`config.mk`:
```
export PLATFORM = sky130hd
export DESIGN_NAME = maquina_preparo_flat
export DESIGN_NICKNAME = d
export VERILOG_FILES = /design/src/rtl/maquina_preparo_if.sv /design/src/rtl/maquina_preparo.sv /design/src/flat_wrapper.sv
export SDC_FILE = /design/constraint.sdc
export NUM_CORES = 1
export LEC_CHECK = 0
export ABC_AREA = 1
export CORE_MARGIN = 1.5
export CORE_UTILIZATION = 45
export DETAILED_ROUTE_END_ITERATION = 6
export GPL_ROUTABILITY_DRIVEN = 0
export GPL_TIMING_DRIVEN = 1
export HOLD_SLACK_MARGIN = 0.12
export PLACE_DENSITY = 0.68
export SETUP_SLACK_MARGIN = 0.4
export SYNTH_ARGS = -nofsm -noshare
export SYNTH_HDL_FRONTEND = slang
export SYNTH_SLANG_ARGS = --single-unit
```
`constraint.sdc`:
```
create_clock -name CLK -period 2.45 [get_ports CLK]
set_clock_uncertainty 0.2 [all_clocks]
set_input_delay 0.3675 -clock CLK [delete_from_list [all_inputs] [get_ports CLK]]
set_output_delay 0.3675 -clock CLK [all_outputs]
set_load 0.005 [all_outputs]
```
`src/rtl/maquina_preparo_if.sv`:
```
// Payment status bus between the payment FSM (master) and the preparation
// sequencer (slave): status and product code one way, the payment timeout back.
interface maquina_preparo_if;
  logic [1:0] STATUS;
  logic [1:0] PRODUTO;
  logic       TIMER;

  modport master (output STATUS, output PRODUTO, input TIMER);
  modport slave  (input STATUS, input PRODUTO, output TIMER);
endinterface

```
`src/rtl/maquina_preparo.sv`:
```
// Drink-preparation sequencer: watches payment status, times out slow payments,
// runs water/powder/milk/cup phases and raises a refund pulse on bad payments.
module maquina_preparo #(
  parameter int CW          = 8,
  parameter int T_PAGAMENTO = 50,
  parameter int T_AGUA      = 8,
  parameter int T_PO        = 4,
  parameter int T_LEITE     = 6,
  parameter int T_ENTREGA   = 3
) (
  input  logic                CLK,
  input  logic                RESET_N,
  maquina_preparo_if.slave    pag,
  output logic                VALVULA_AGUA,
  output logic                DOSADOR_PO,
  output logic                VALVULA_LEITE,
  output logic                LIBERA_COPO,
  output logic                ESTORNO,
  output logic                PRONTO,
  output logic [2:0]          ETAPA
);

  localparam logic [2:0] S_OCIOSO   = 3'd0;
  localparam logic [2:0] S_COBRANDO = 3'd1;
  localparam logic [2:0] S_AGUA     = 3'd2;
  localparam logic [2:0] S_PO       = 3'd3;
  localparam logic [2:0] S_LEITE    = 3'd4;
  localparam logic [2:0] S_ENTREGA  = 3'd5;
  localparam logic [2:0] S_ESTORNO  = 3'd6;

  localparam logic [1:0] ST_ESPERA   = 2'b00;
  localparam logic [1:0] ST_PAGANDO  = 2'b01;
  localparam logic [1:0] ST_ERRADO   = 2'b10;
  localparam logic [1:0] ST_PAGO     = 2'b11;

  localparam logic [1:0] P_LEITE     = 2'b01;
  localparam logic [1:0] P_INVALIDO  = 2'b10;
  localparam logic [1:0] P_FORTE     = 2'b11;

  localparam logic [CW-1:0] LIM_PAG   = CW'(T_PAGAMENTO - 1);
  localparam logic [CW-1:0] LIM_AGUA  = CW'(T_AGUA - 1);
  localparam logic [CW-1:0] LIM_PO1   = CW'(T_PO - 1);
  localparam logic [CW-1:0] LIM_PO2   = CW'(2 * T_PO - 1);
  localparam logic [CW-1:0] LIM_LEITE = CW'(T_LEITE - 1);
  localparam logic [CW-1:0] LIM_ENT_F = CW'(T_ENTREGA - 1);
  localparam logic [CW-1:0] LIM_ENT   = CW'(T_ENTREGA);
  localparam logic [CW-1:0] UM        = CW'(1);

  logic [2:0]    state_q, state_d;
  logic [CW-1:0] cnt_q, cnt_d;
  logic [CW-1:0] cap;
  logic [CW-1:0] lim_po;
  logic [1:0]    prod_q, prod_d;
  logic          timer_q, timer_d;
  logic          armado_q;

  assign lim_po = (prod_q == P_FORTE) ? LIM_PO2 : LIM_PO1;

  // Next-state decode; cap is where the counter parks so long holds never wrap
  // back into a value that would re-fire the cup release or the refund pulse.
  always_comb begin
    state_d = state_q;
    prod_d  = prod_q;
    timer_d = 1'b0;
    cap     = '1;
    case (state_q)
      S_OCIOSO: begin
        if (armado_q) begin
          case (pag.STATUS)
            ST_PAGANDO: state_d = S_COBRANDO;
            ST_PAGO: begin
              prod_d  = pag.PRODUTO;
              state_d = (pag.PRODUTO == P_INVALIDO) ? S_ESTORNO : S_AGUA;
            end
            ST_ERRADO: state_d = S_ESTORNO;
            default:   state_d = S_OCIOSO;
          endcase
        end
      end
      S_COBRANDO: begin
        cap = LIM_PAG;
        case (pag.STATUS)
          ST_PAGO: begin
            prod_d  = pag.PRODUTO;
            state_d = (pag.PRODUTO == P_INVALIDO) ? S_ESTORNO : S_AGUA;
          end
          ST_ERRADO:  state_d = S_ESTORNO;
          ST_ESPERA:  state_d = S_OCIOSO;
          default:    timer_d = timer_q | (cnt_q == LIM_PAG);
        endcase
      end
      S_AGUA: begin
        if (cnt_q == LIM_AGUA) state_d = S_PO;
      end
      S_PO: begin
        if (cnt_q == lim_po) state_d = (prod_q == P_LEITE) ? S_LEITE : S_ENTREGA;
      end
      S_LEITE: begin
        if (cnt_q == LIM_LEITE) state_d = S_ENTREGA;
      end
      S_ENTREGA: begin
        cap = LIM_ENT;
        // The cup phase always runs to completion before a release to idle.
        if (cnt_q >= LIM_ENT_F && pag.STATUS == ST_ESPERA) state_d = S_OCIOSO;
      end
      S_ESTORNO: begin
        cap = UM;
        if (pag.STATUS == ST_ESPERA) state_d = S_OCIOSO;
      end
      default: state_d = S_OCIOSO;
    endcase

    if (state_d != state_q)
      cnt_d = '0;
    else if (cnt_q == cap)
      cnt_d = cnt_q;
    else
      cnt_d = cnt_q + UM;
  end

  always_ff @(posedge CLK or negedge RESET_N) begin
    if (!RESET_N) begin
      state_q  <= S_OCIOSO;
      cnt_q    <= '0;
      prod_q   <= 2'b00;
      timer_q  <= 1'b0;
      armado_q <= 1'b0;
    end else begin
      state_q <= state_d;
      cnt_q   <= cnt_d;
      prod_q  <= prod_d;
      timer_q <= timer_d;
      if (pag.STATUS == ST_ESPERA) armado_q <= 1'b1;
    end
  end

  assign pag.TIMER     = timer_q;
  assign VALVULA_AGUA  = (state_q == S_AGUA);
  assign DOSADOR_PO    = (state_q == S_PO);
  assign VALVULA_LEITE = (state_q == S_LEITE);
  assign LIBERA_COPO   = (state_q == S_ENTREGA) && (cnt_q < LIM_ENT);
  assign ESTORNO       = (state_q == S_ESTORNO) && (cnt_q == '0);
  assign PRONTO        = (state_q == S_OCIOSO) && armado_q;
  assign ETAPA         = state_q;

endmodule

```
`src/flat_wrapper.sv`:
```
// flat-port wrapper written by rule: the top's interface ports become plain ports
module maquina_preparo_flat 
#(
  parameter int CW          = 8,
  parameter int T_PAGAMENTO = 50,
  parameter int T_AGUA      = 8,
  parameter int T_PO        = 4,
  parameter int T_LEITE     = 6,
  parameter int T_ENTREGA   = 3
)
  (CLK, RESET_N, VALVULA_AGUA, DOSADOR_PO, VALVULA_LEITE, LIBERA_COPO, ESTORNO, PRONTO, ETAPA, pag_STATUS, pag_PRODUTO, pag_TIMER);
  maquina_preparo_if pag_i ();
  input  logic CLK;
  input  logic RESET_N;
  output logic VALVULA_AGUA;
  output logic DOSADOR_PO;
  output logic VALVULA_LEITE;
  output logic LIBERA_COPO;
  output logic ESTORNO;
  output logic PRONTO;
  output logic [2:0] ETAPA;
  input wire logic [$bits(pag_i.STATUS)-1:0] pag_STATUS;
  input wire logic [$bits(pag_i.PRODUTO)-1:0] pag_PRODUTO;
  output wire logic [$bits(pag_i.TIMER)-1:0] pag_TIMER;
  assign pag_i.STATUS = pag_STATUS;
  assign pag_i.PRODUTO = pag_PRODUTO;
  assign pag_TIMER = pag_i.TIMER;
  maquina_preparo #(.CW(CW), .T_PAGAMENTO(T_PAGAMENTO), .T_AGUA(T_AGUA), .T_PO(T_PO), .T_LEITE(T_LEITE), .T_ENTREGA(T_ENTREGA)) u_core (.CLK(CLK), .RESET_N(RESET_N), .pag(pag_i), .VALVULA_AGUA(VALVULA_AGUA), .DOSADOR_PO(DOSADOR_PO), .VALVULA_LEITE(VALVULA_LEITE), .LIBERA_COPO(LIBERA_COPO), .ESTORNO(ESTORNO), .PRONTO(PRONTO), .ETAPA(ETAPA));
endmodule
```
### Word-level counts from Yosys, hierarchy flattened

Index checks and enable logic that the tools add are counted.

| storage, ports and cells | value |
|---|---|
| flip-flop bits (word level) | 15 |
| bits in latches | 0 |
| bits in writable memories | 0 |
| ROM bits | 0 |
| output and inout bits | 10 |
| memories kept | 0 |

| cells by class | value |
|---|---|
| add/subtract/negate cells | 1 |
| multiply operators | 0 |
| divide/modulo/power cells | 0 |
| magnitude comparators | 2 |
| equality and inequality tests | 20 |
| shifts and indexed selects | 0 |
| mux-type cells | 20 |
| bitwise gates (word level) | 1 |
| reductions and logical operators | 10 |

Operator list:

| cell | count |
|---|---|
| $mux W3 | 8 |
| $pmux W8 S3 | 1 |
| $pmux W3 S7 | 1 |
| $pmux W3 S3 | 2 |
| $eq A8 B3 Y1 const B | 2 |
| $eq A8 B8 Y1 | 2 |
| $mux W8 | 2 |
| $eq A3 B3 Y1 const B | 3 |
| $add A8 B1 Y8 const B | 1 |
| $eq A2 B2 Y1 const B | 4 |
| $eq A8 B6 Y1 const B | 1 |
| $ge A8 B2 Y1 const B | 1 |
| $logic_not A8 Y1 | 1 |
| $lt A8 B2 Y1 const B | 1 |
| $eq A3 B2 Y1 const B | 2 |
| $eq A2 B1 Y1 const B | 2 |
| $logic_and A1 B1 Y1 | 4 |
| $mux W2 | 2 |
| $ne A2 B1 Y1 const B | 2 |
| $pmux W2 S2 | 1 |
| $eq A3 B1 Y1 const B | 1 |
| $logic_not A3 Y1 | 1 |
| $mux W1 | 3 |
| $ne A3 B3 Y1 | 1 |
| other kinds (5) | 5 |

### Longest topological paths before layout

| depth | value |
|---|---|
| word-level depth | 7 |
| mapped depth | 12 |
| gate-level depth less buffers | 11 |

### Worst setup path before layout

OpenSTA, ideal clock, no wires.

| path | value |
|---|---|
| path type | register -> register |
| from | register u_core.cnt_q[1] |
| to | register u_core.cnt_q[0] |
| data arrival time | 1.383 ns |
| setup slack | 0.748 ns |
| stages on the path, launching flop included | 11 |
| path buffers | 0 |
| clock period less this slack | 1.702 ns |
| path through | dfrtp_1 ha_1 nand2_1 nor2_1 nand2_1 nand2_1 nand3_1 nand2_1 nand2_1 nand3_2 nor2_1 |

| on the way | value |
|---|---|
| word-level cells in the longest chain between the ends | 6 |
| elaborated cells between the ends (all ways) | 14 |
| those cells by class | order compare: 1; eq/ne: 6; mux: 6; reduce/logical: 1 |

RTL lines:

| what | line | source |
|---|---|---|
| start, declared | maquina_preparo.sv:50 | `logic [CW-1:0] cnt_q, cnt_d;` |
| start signal, assigned | maquina_preparo.sv:130 | `cnt_q <= cnt_d;` |
| $ge A8 B2 Y1 | maquina_preparo.sv:104 | `if (cnt_q >= LIM_ENT_F && pag.STATUS == ST_ESPERA) state_d = S_OCIOSO;` |
| $logic_and A1 B1 Y1 | maquina_preparo.sv:104 |  |
| $mux W3 | maquina_preparo.sv:104 |  |
| $pmux W3 S7 (*) | maquina_preparo.sv:66 | `case (state_q)` |
| named net u_core.state_d[1] | maquina_preparo.sv:49 | `logic [2:0] state_q, state_d;` |
| $ne A3 B3 Y1 (*) | maquina_preparo.sv:113 | `if (state_d != state_q)` |
| $ne A2 B1 Y1 (no source line) or $mux W8 (tied branches) | n/a |  |

The timed path passes the listed nets; every way through them passes the cells marked *.
A chain may end at the register's enable or synchronous reset.

### Worst setup path after layout

| path | value |
|---|---|
| from | register u_core.cnt_q[2] |
| to | output port ESTORNO |

| on the way | value |
|---|---|
| word-level cells in the longest chain between the ends | 2 |

RTL lines:

| what | line | source |
|---|---|---|
| $logic_not A8 Y1 | maquina_preparo.sv:142 | `assign ESTORNO = (state_q == S_ESTORNO) && (cnt_q == '0);` |
| $logic_and A1 B1 Y1 | maquina_preparo.sv:142 |  |
| end, declared | flat_wrapper.sv:19 | `output logic ESTORNO;` |

No other way between the ends.

==> key figures <==
Critical path
  • Crit path launch type: register
  • Crit path max fanout: 3
  • CP endpoint kind: primary output
  • WS Path Type: reg2out
  • Req. time, crit path: about 1.9 ns
  • Arr. time, crit path: 1.59 ns
  • FF-to-FF path depth: 9

Clock network
  • Clk buf depth: 2
  • Root buf cell: clkbuf_4
  • CTS sink count: 15
  • CTS tree: yes
  • TritonCTS Buffers: 3
  • Reg clk slew, reported paths: 0.11 ns
  • Later-pin clock latency in the skew report: about 0.30 ns
  • H-tree Lvls: 1

Route
  • WL/cell: 14.5 um
  • Routed via count: 1272
  • DRC Markers: 0
  • Routed Antenna Nets: 0
  • Post-Route WL: 3.38 mm
  • First-pass DRT Iterations: 5
  • Via-to-Cell Ratio: ~5.5
  • Initial DRC Count: 69

STA
  • RSZ-0062 raised after global routing: yes
  • Tmin final: between 2 and 2.5 ns
  • Final period util: 0.882
  • Setup TNS: 0 ns
  • F_max: 463 MHz
  • Endpoints failing setup: 0
  • Final Max Slew Viols: 0
  • Final hold vios: 0
  • Hold Slack: 0.292 ns
  • Slew @ Worst Pin: 0.742 ns
  • Max_slew headroom: 0.504

Logic synthesis
  • Synthesized Nets: around 180
  • Most used DFF post-synth: dfrtp_1
  • Yosys reg bits: 15
  • Synthesis Warnings: 0
  • Async SR Flop Fraction: 1.00
  • Mapped cell area: 0.00112 mm2
  • Syn Area/Cell: 6.49 um2
  • Sequential area share after synthesis: 0.336
  • Netlist cell types: 24
  • Gate Count Post-Synth: 172
  • Post-synth EDFFs: 0

Power
  • Total power: 1.55 mW
  • Power Dens Cells: 1020 mW/mm2
  • Worst vdd ir: 0.690 mV
  • Leak: 0.791 nW

Place
  • Placed Cells: 214
  • Dpl hpwl: 2.08 mm
  • Port-buffer cells: 15

GRT
  • Initial antenna violation count: 0
  • Vias in the first global route: 1092
  • Largest net degree at the start of global routing: 16
  • GRT Util Overall: 0.242
  • First-pass GRT wire length: around 4.9 mm
  • Grt ovf: 0

Die
  • Row Count: 17
  • Die area: 0.00279 mm2
  • Io pins: 16
  • Die height: 52.8 um
  • Starting Density: 0.490
  • CORE AREA: between 0.002 and 0.0025 mm2
  • Die X: 52.8 um

Cells and area
  • Nets: 216
  • Commonest non-fill, non-tap cell in the layout: nand2_1
  • Layout cells sized above 1: 0.249
  • Ant. Diodes: 0
  • Commonest non-fill, non-tap cells in the layout: 48 x nand2_1, 26 x nor2_1, 17 x inv_1, 17 x nand3_1, 15 x buf_4
  • Layout Cells excl Fill: 233
  • Area added between synthesis and finish: 37.1%
  • Post-Route Utilization: 0.672

Min path
  • Hold Path Class: in2async

Run
  • Max_cap viols: 0

Outcome
  • Run status: completed
[sequential cells by signal (all words and copies together), names as in the netlist]
name / count
u_core.cnt_q: 8
u_core.ETAPA: 3
u_core.prod_q: 2
u_core.armado_q: 1
u_core.pag.TIMER: 1
[final timing paths]
check / from / end / slack [ns]
min in group CLK: u_core.prod_q[1] / u_core.prod_q[1] / 0.36
max in group asynchronous: RESET_N / u_core.ETAPA[2] / 1.24
max: u_core.cnt_q[2] / ESTORNO / 0.29
min reg2reg: u_core.prod_q[1] / u_core.prod_q[1] / 0.36
min: RESET_N / u_core.cnt_q[0] / 0.29
max reg2reg: u_core.cnt_q[4] / u_core.cnt_q[1] / 0.52
[Yosys cell counts (2+ instances only)]
cell type   n  area (um2)
nand2_1    49         184
nor2_1     29         109
nand3_1    20         100
inv_1      18        67.6
dfrtp_1    15         375
nand4_1     6        37.5
o21ai_0     6        30.0
a21oi_1     4        20.0
ha_1        4        50.1
inv_2       3        11.3
or2_2       3        18.8
nor3_1      2        10.0
nor3_2      2        20.0
[metrics by stage]
step                      worst slack [ns]  instance area, um2
after global placement               0.331                1290
after CTS                            0.297                1420
after floorplan                      0.748                1120
final                                0.288                1530
after global routing                 0.219                1530
after detailed placement             0.212                1290
[worst max-delay path, stage by stage (launching register included)]
cell and delay, ns:
dfrtp_1 0.40, nor2_1 0.19, and2_4 0.20, nand2_2 0.08, nor3b_2 0.16, dlygate4sd2_1 0.25
[cell families after synthesis]
group	after synthesis	synth area share
buf+inv	23	0.0874
simple gates	117	0.470
compound gates	13	0.0617
fa+ha+maj	4	0.0448
flops	15	0.336
[what timing repair did]
action / 4_1_cts / 5_1_grt
hold buffers: 0 / 0
gates cloned: 0 / 1
endpoints found under the setup margin: 14 / 13
gates resized for setup: 17 / 19
pin swaps: 0 / 6
endpoints found under the hold margin: 0 / 0
setup buffers: 7 / 7
[per-layer routing]
layer  global-route usage  wire length [um]
met1                0.333              1520
met4                0.107                34
met3               0.0429               173
met2                0.367              1650
met5                    0                 0
[where the power goes]
group	switching, mW	leakage, nW	internal (mW)	total (mW)
logic	0.556	0.586	0.419	0.975
registers	0.108	0.187	0.313	0.421
clock network	0.0978	0.0177	0.0609	0.159
[area by class of cell]
| type | instances | area (um2) |
|---|---|---|
| Timing Repair Buffer | 30 | 260 |
| Inverter | 21 | 83.8 |
| Sequential cell | 15 | 382 |
| Clock buffer | 3 | 22.5 |
| Multi-Input combinational cell | 135 | 742 |
| Tap cell | 28 | 35.0 |
| Fill cell | 196 | 746 |
| Clock inverter | 1 | 5.00 |
(Power assumes the default switching activity.)
